[src/rtl/onehot_seq_monitor.sv]
// Tracks a walking one-hot LED vector, locks after LOCK_N in-order samples, counts lock losses and laps.
// Optional lap counter built only when ONEHOT_MON_LAP_EN is defined; otherwise lap_count reads 0.
module onehot_seq_monitor #(
    parameter int LOCK_N = 3
) (
    input  logic        clk,
    input  logic        reset,
    input  logic        sample_en,
    input  logic [15:0] pattern,
    input  logic        clr_cnt,
    output logic [3:0]  index,
    output logic        onehot_ok,
    output logic        locked,
    output logic        seq_error,
    output logic [7:0]  err_count,
    output logic [7:0]  lap_count
);

    // Out-of-range lock thresholds fall back to the longest legal run.
    localparam logic [3:0] LOCK_EFF = (LOCK_N < 1 || LOCK_N > 15) ? 4'd15 : LOCK_N[3:0];

    typedef enum logic [1:0] {HUNT, ACQ, LOCKED} state_t;

    state_t      state_q, state_d;
    logic [3:0]  last_q, last_d;
    logic [3:0]  good_q, good_d;
    logic [3:0]  index_q, index_d;
    logic        onehot_ok_q, onehot_ok_d;
    logic        seq_error_q, seq_error_d;
    logic [7:0]  err_count_q, err_count_d;
    logic        err_inc;

    logic        valid;
    logic        succ;
    logic [3:0]  enc;

    assign valid = (pattern != 16'h0000) && ((pattern & (pattern - 16'd1)) == 16'h0000);
    assign succ  = valid && (enc == last_q + 4'd1);

    always_comb begin
        enc = 4'd0;
        for (int i = 0; i < 16; i++) begin
            if (pattern[i]) enc = 4'(i);
        end
    end

    always_comb begin
        state_d     = state_q;
        last_d      = last_q;
        good_d      = good_q;
        index_d     = index_q;
        onehot_ok_d = onehot_ok_q;
        seq_error_d = 1'b0;
        err_inc     = 1'b0;
        if (sample_en) begin
            onehot_ok_d = valid;
            if (valid) index_d = enc;
            case (state_q)
                HUNT: begin
                    if (valid) begin
                        last_d  = enc;
                        good_d  = 4'd1;
                        state_d = (LOCK_EFF == 4'd1) ? LOCKED : ACQ;
                    end
                end
                ACQ: begin
                    if (!valid) begin
                        state_d = HUNT;
                    end else if (succ) begin
                        last_d = enc;
                        good_d = good_q + 4'd1;
                        if (good_q + 4'd1 == LOCK_EFF) state_d = LOCKED;
                    end else begin
                        last_d = enc;
                        good_d = 4'd1;
                    end
                end
                LOCKED: begin
                    if (succ) begin
                        last_d = enc;
                    end else begin
                        seq_error_d = 1'b1;
                        err_inc     = 1'b1;
                        state_d     = HUNT;
                    end
                end
                default: state_d = HUNT;
            endcase
        end
        // Clear wins over a same-cycle increment; the error pulse still fires.
        if (clr_cnt)
            err_count_d = 8'd0;
        else if (err_inc && err_count_q != 8'hFF)
            err_count_d = err_count_q + 8'd1;
        else
            err_count_d = err_count_q;
    end

    always_ff @(posedge clk or posedge reset) begin
        if (reset) begin
            state_q     <= HUNT;
            last_q      <= 4'd0;
            good_q      <= 4'd0;
            index_q     <= 4'd0;
            onehot_ok_q <= 1'b0;
            seq_error_q <= 1'b0;
            err_count_q <= 8'd0;
        end else begin
            state_q     <= state_d;
            last_q      <= last_d;
            good_q      <= good_d;
            index_q     <= index_d;
            onehot_ok_q <= onehot_ok_d;
            seq_error_q <= seq_error_d;
            err_count_q <= err_count_d;
        end
    end

`ifdef ONEHOT_MON_LAP_EN
    logic [7:0] lap_count_q;
    logic       lap_wrap;

    assign lap_wrap = sample_en && (state_q == LOCKED) && succ && (last_q == 4'd15);

    always_ff @(posedge clk or posedge reset) begin
        if (reset)         lap_count_q <= 8'd0;
        else if (clr_cnt)  lap_count_q <= 8'd0;
        else if (lap_wrap) lap_count_q <= lap_count_q + 8'd1;
    end

    assign lap_count = lap_count_q;
`else
    assign lap_count = 8'h00;
`endif

    assign index     = index_q;
    assign onehot_ok = onehot_ok_q;
    assign locked    = (state_q == LOCKED);
    assign seq_error = seq_error_q;
    assign err_count = err_count_q;

endmodule
[config.mk]
export PLATFORM = sky130hd
export DESIGN_NAME = onehot_seq_monitor
export DESIGN_NICKNAME = d
export VERILOG_FILES = /design/src/rtl/onehot_seq_monitor.sv
export SDC_FILE = /design/constraint.sdc
export NUM_CORES = 1
export LEC_CHECK = 0
export CAP_MARGIN = 20
export CELL_PAD_IN_SITES_DETAIL_PLACEMENT = 1
export CELL_PAD_IN_SITES_GLOBAL_PLACEMENT = 2
export CORE_ASPECT_RATIO = 1.5
export CORE_MARGIN = 5
export CORE_UTILIZATION = 29
export DETAILED_ROUTE_END_ITERATION = 6
export PLACE_DENSITY_LB_ADDON = 0.08
export SYNTH_ARGS = -nofsm -noshare
export SYNTH_HDL_FRONTEND = slang
export SYNTH_SLANG_ARGS = --single-unit
[constraint.sdc]
create_clock -name clk -period 2.7 [get_ports clk]
set_clock_uncertainty 0.15 [all_clocks]
set_input_delay 0.27 -clock clk [delete_from_list [all_inputs] [get_ports clk]]
set_output_delay 0.27 -clock clk [all_outputs]
set_load 0.005 [all_outputs]
==> out/metrics.yaml <==
synth_top_cell_by_area: "dfrtp_1"
fmax_ghz: 0.3611
synth_edf_count: 0
hpwl_um: 4987
ff2ff_setup_slack_ns: 0.01
grt.total_usage_pct: 16.58
initial_core_util_pct: 29.65
cts-root-buf: "clkbuf_8"
hold_path.class: "input port to async pin"
period_needed_ns: 2.770
worstRegToRegCells: 8
powerDensity_nw_per_um2: 279.0
finalInstanceArea_um2: 3078
routed_wl_um: 6662
fillers: 719
r2r_end: "err_count[4]"
num_rows: 35
crit_path_start: "pattern[6]"
diodes: 0
clk_latency_ns: 0.27
grt_pass1_wl_um: 10490
r2r-start: "last_q[3]"
crit_type: "input port to register"
numPortBuffers: 34
p_leak_uw: 0.001334
ir_worst_vdd_mv: 0.1645
num_vias: 2001
synth_cells: 206
drt_iter0_markers: 50
cts.clk_slew.worst_paths_ns: 0.10
final_hold_viol_count: 0
synth_flop_cell: "dfrtp_1"
yosys-top-cells-area: "dfrtp_1 33%, mux2_2 5.0%, or4_1 3.7%"
antenna_found_initial: 0
yosys_warnings: 0
grt_pass1_vias: 2205
period_share_pct: 102.6
ys_seq_elements: 24
drive_gt1_share_pct: 46.05
ant_nets: 0
avgSynthCellArea_um2: 8.825
vias_per_cell: 5.294
cts_tree: "yes"
slowest_stage: "or4_4"
cts_max_level: 1
required_ns: 2.71
critPathMaxStageDelay_ns: 0.57
final_max_slew_viol_count: 0
synth_top_area_share_pct: 33.04
rsz0062_at_grt: "yes"
failed_checks: "negative setup slack"
cts_buffer_depth: 2
die_height_um: 107.0
crit_path_end_kind: "register"
routabilityCongestion: 0.8429
synth.distinct_cells: 53
clock_sinks: 24
timing.critical_path.to: "err_count[4]"
drc: 0
setup_viol_count_final: 9
grt_max_degree: 25
synthTopCellsByCount: "24 x dfrtp_1, 13 x nor2_1, 13 x o21ai_0"
place_area_um2: 2611
area_delta_synth_final_pct: 69.30
cts_made_buffers: 3
status: "finished with violations"
first_pass_iters: 4
ctsHoldBuffers: 0
pre_cts_ws_ns: -0.7294
syn_area_um2: 1818
ios: 43
layout.nets: 329
die_area_um2: 7985
die_width_um: 74.65
start_kind: "input port"
coreArea_um2: 6131
drv_cap: 0
async_reset_ff_share_pct: 100.0
yosys.cell_count.top_type: "dfrtp_1"
overflow: 0
path_cells: "buf_6 > or4_4 > buf_4 > nor3_2 > o211ai_1 > or4_4 > nor4_4 > buf_6 > nor3_4 > mux2_4"
seq_area_frac_synth_pct: 33.04
crit_fanout: 6
layout_setup_ws_ns: -0.06964
wl_per_cell_um: 17.62
worstPathArrival_ns: 2.78
-- what timing repair did --
action | 4_1_cts | 5_1_grt
gates cloned | 1 | 0
setup endpoints to repair | 23 | 19
pin swaps | 22 | 22
resized for setup | 76 | 35
buffers inserted | 10 | 11
-- area by class of cell --
cell class | instances | area, um^2 | area share, %
multi-input combinational | 166 | 1435 | 46.63
timing repair buffer | 103 | 850.8 | 27.64
sequential | 24 | 601.8 | 19.55
tap | 74 | 92.59 | 3.008
clock buffer | 3 | 41.29 | 1.341
clock inverter | 1 | 30.03 | 0.9756
inverter | 7 | 26.28 | 0.8537
-- layout by cell type (no fill, tap or decap), drive strengths merged, types with 2 or more instances in the layout --
cell           netlist  final
buf                 11     77
dfrtp               24     24
clkdlybuf4s50        0     18
nor2                14     14
o21ai               13     13
or4                 10     10
nand2               10     10
a21oi               10     10
nor3                10     10
mux2                10     10
conb                 1      8
inv                  7      7
nor4                 7      7
o31ai                7      7
nor2b                6      6
nand3                6      6
clkbuf               5      6
nand2b               5      5
o41ai                5      5
ha                   4      4
o22ai                3      3
a211oi               3      3
and3                 3      3
nand4                3      3
dlygate4sd2          0      3
or3                  3      3
o2111ai              2      2
xor2                 2      2
and2                 2      2
o311ai               2      2
a31oi                2      2
-- routing by layer --
metal	vias up	part of all wire [%]	global-route usage (%)
li1	966	-	-
met1	973	34	16.59
met2	47	60	33.21
met3	15	3.1	1.689
met4	0	2.6	5.980
met5	-	0	0
-- worst max-delay path, delay by kind of cell --
family                 cells  cell delay (ns)
buffers and inverters      3             0.46
AND/OR/NAND/NOR            5             1.64
AO/OA/AOI/OAI              1             0.11
multiplexers               1             0.29
-- kinds of logic after synthesis --
kind of cell	Yosys count	share of synthesized area [%]
compound gates	57	21.47
xor+xnor	3	1.446
fa+ha+maj	5	3.304
buf+inv	23	7.295
flops	24	33.04
mux	11	7.158
other cells	1	0.2063
simple gates	82	26.08
-- through the flow --
| stage | util [%] | setup TNS, ns | hold WS (ns) | instances | power [uW] |
|---|---|---|---|---|---|
| after CTS | 46.98 | -0.5468 | 0.2030 | 368 | 847.8 |
| final | 50.20 | -0.2545 | 0.1926 | 378 | 858.7 |
| after detailed placement | 42.59 | -12.73 | 0.3212 | 355 | 518.3 |
| after global routing | 50.20 | -1.028 | 0.2378 | 378 | 891.6 |
| after floorplan | - | -0.5212 | 0.1346 | 213 | 432.1 |
| after global placement | 42.59 | -11.21 | 0.3161 | 355 | 512.4 |
-- registers in the layout (all words and copies together) (netlist names) --
register and cells:
good_q 4, last_q 4, err_count 8, seq_error 1, onehot_ok 1, state_q 2
index 4
-- worst min path at each step --
stage                          from           end  slack [ns]
after floorplan               reset  err_count[0]        0.13
after global placement    onehot_ok     onehot_ok        0.32
after detailed placement  onehot_ok     onehot_ok        0.32
after CTS                     reset  err_count[3]        0.20
after global routing          reset  err_count[1]        0.24
final                         reset  err_count[3]        0.19
-- where the power goes --
part / switching, uW / total (uW) / leakage (uW) / internal, uW
Clock: 124 / 322 / 0.0000357 / 198
Sequential: 0.169 / 359 / 0.000329 / 359
Combinational: 90.6 / 177 / 0.000970 / 86.4
(Power assumes the default switching activity.)
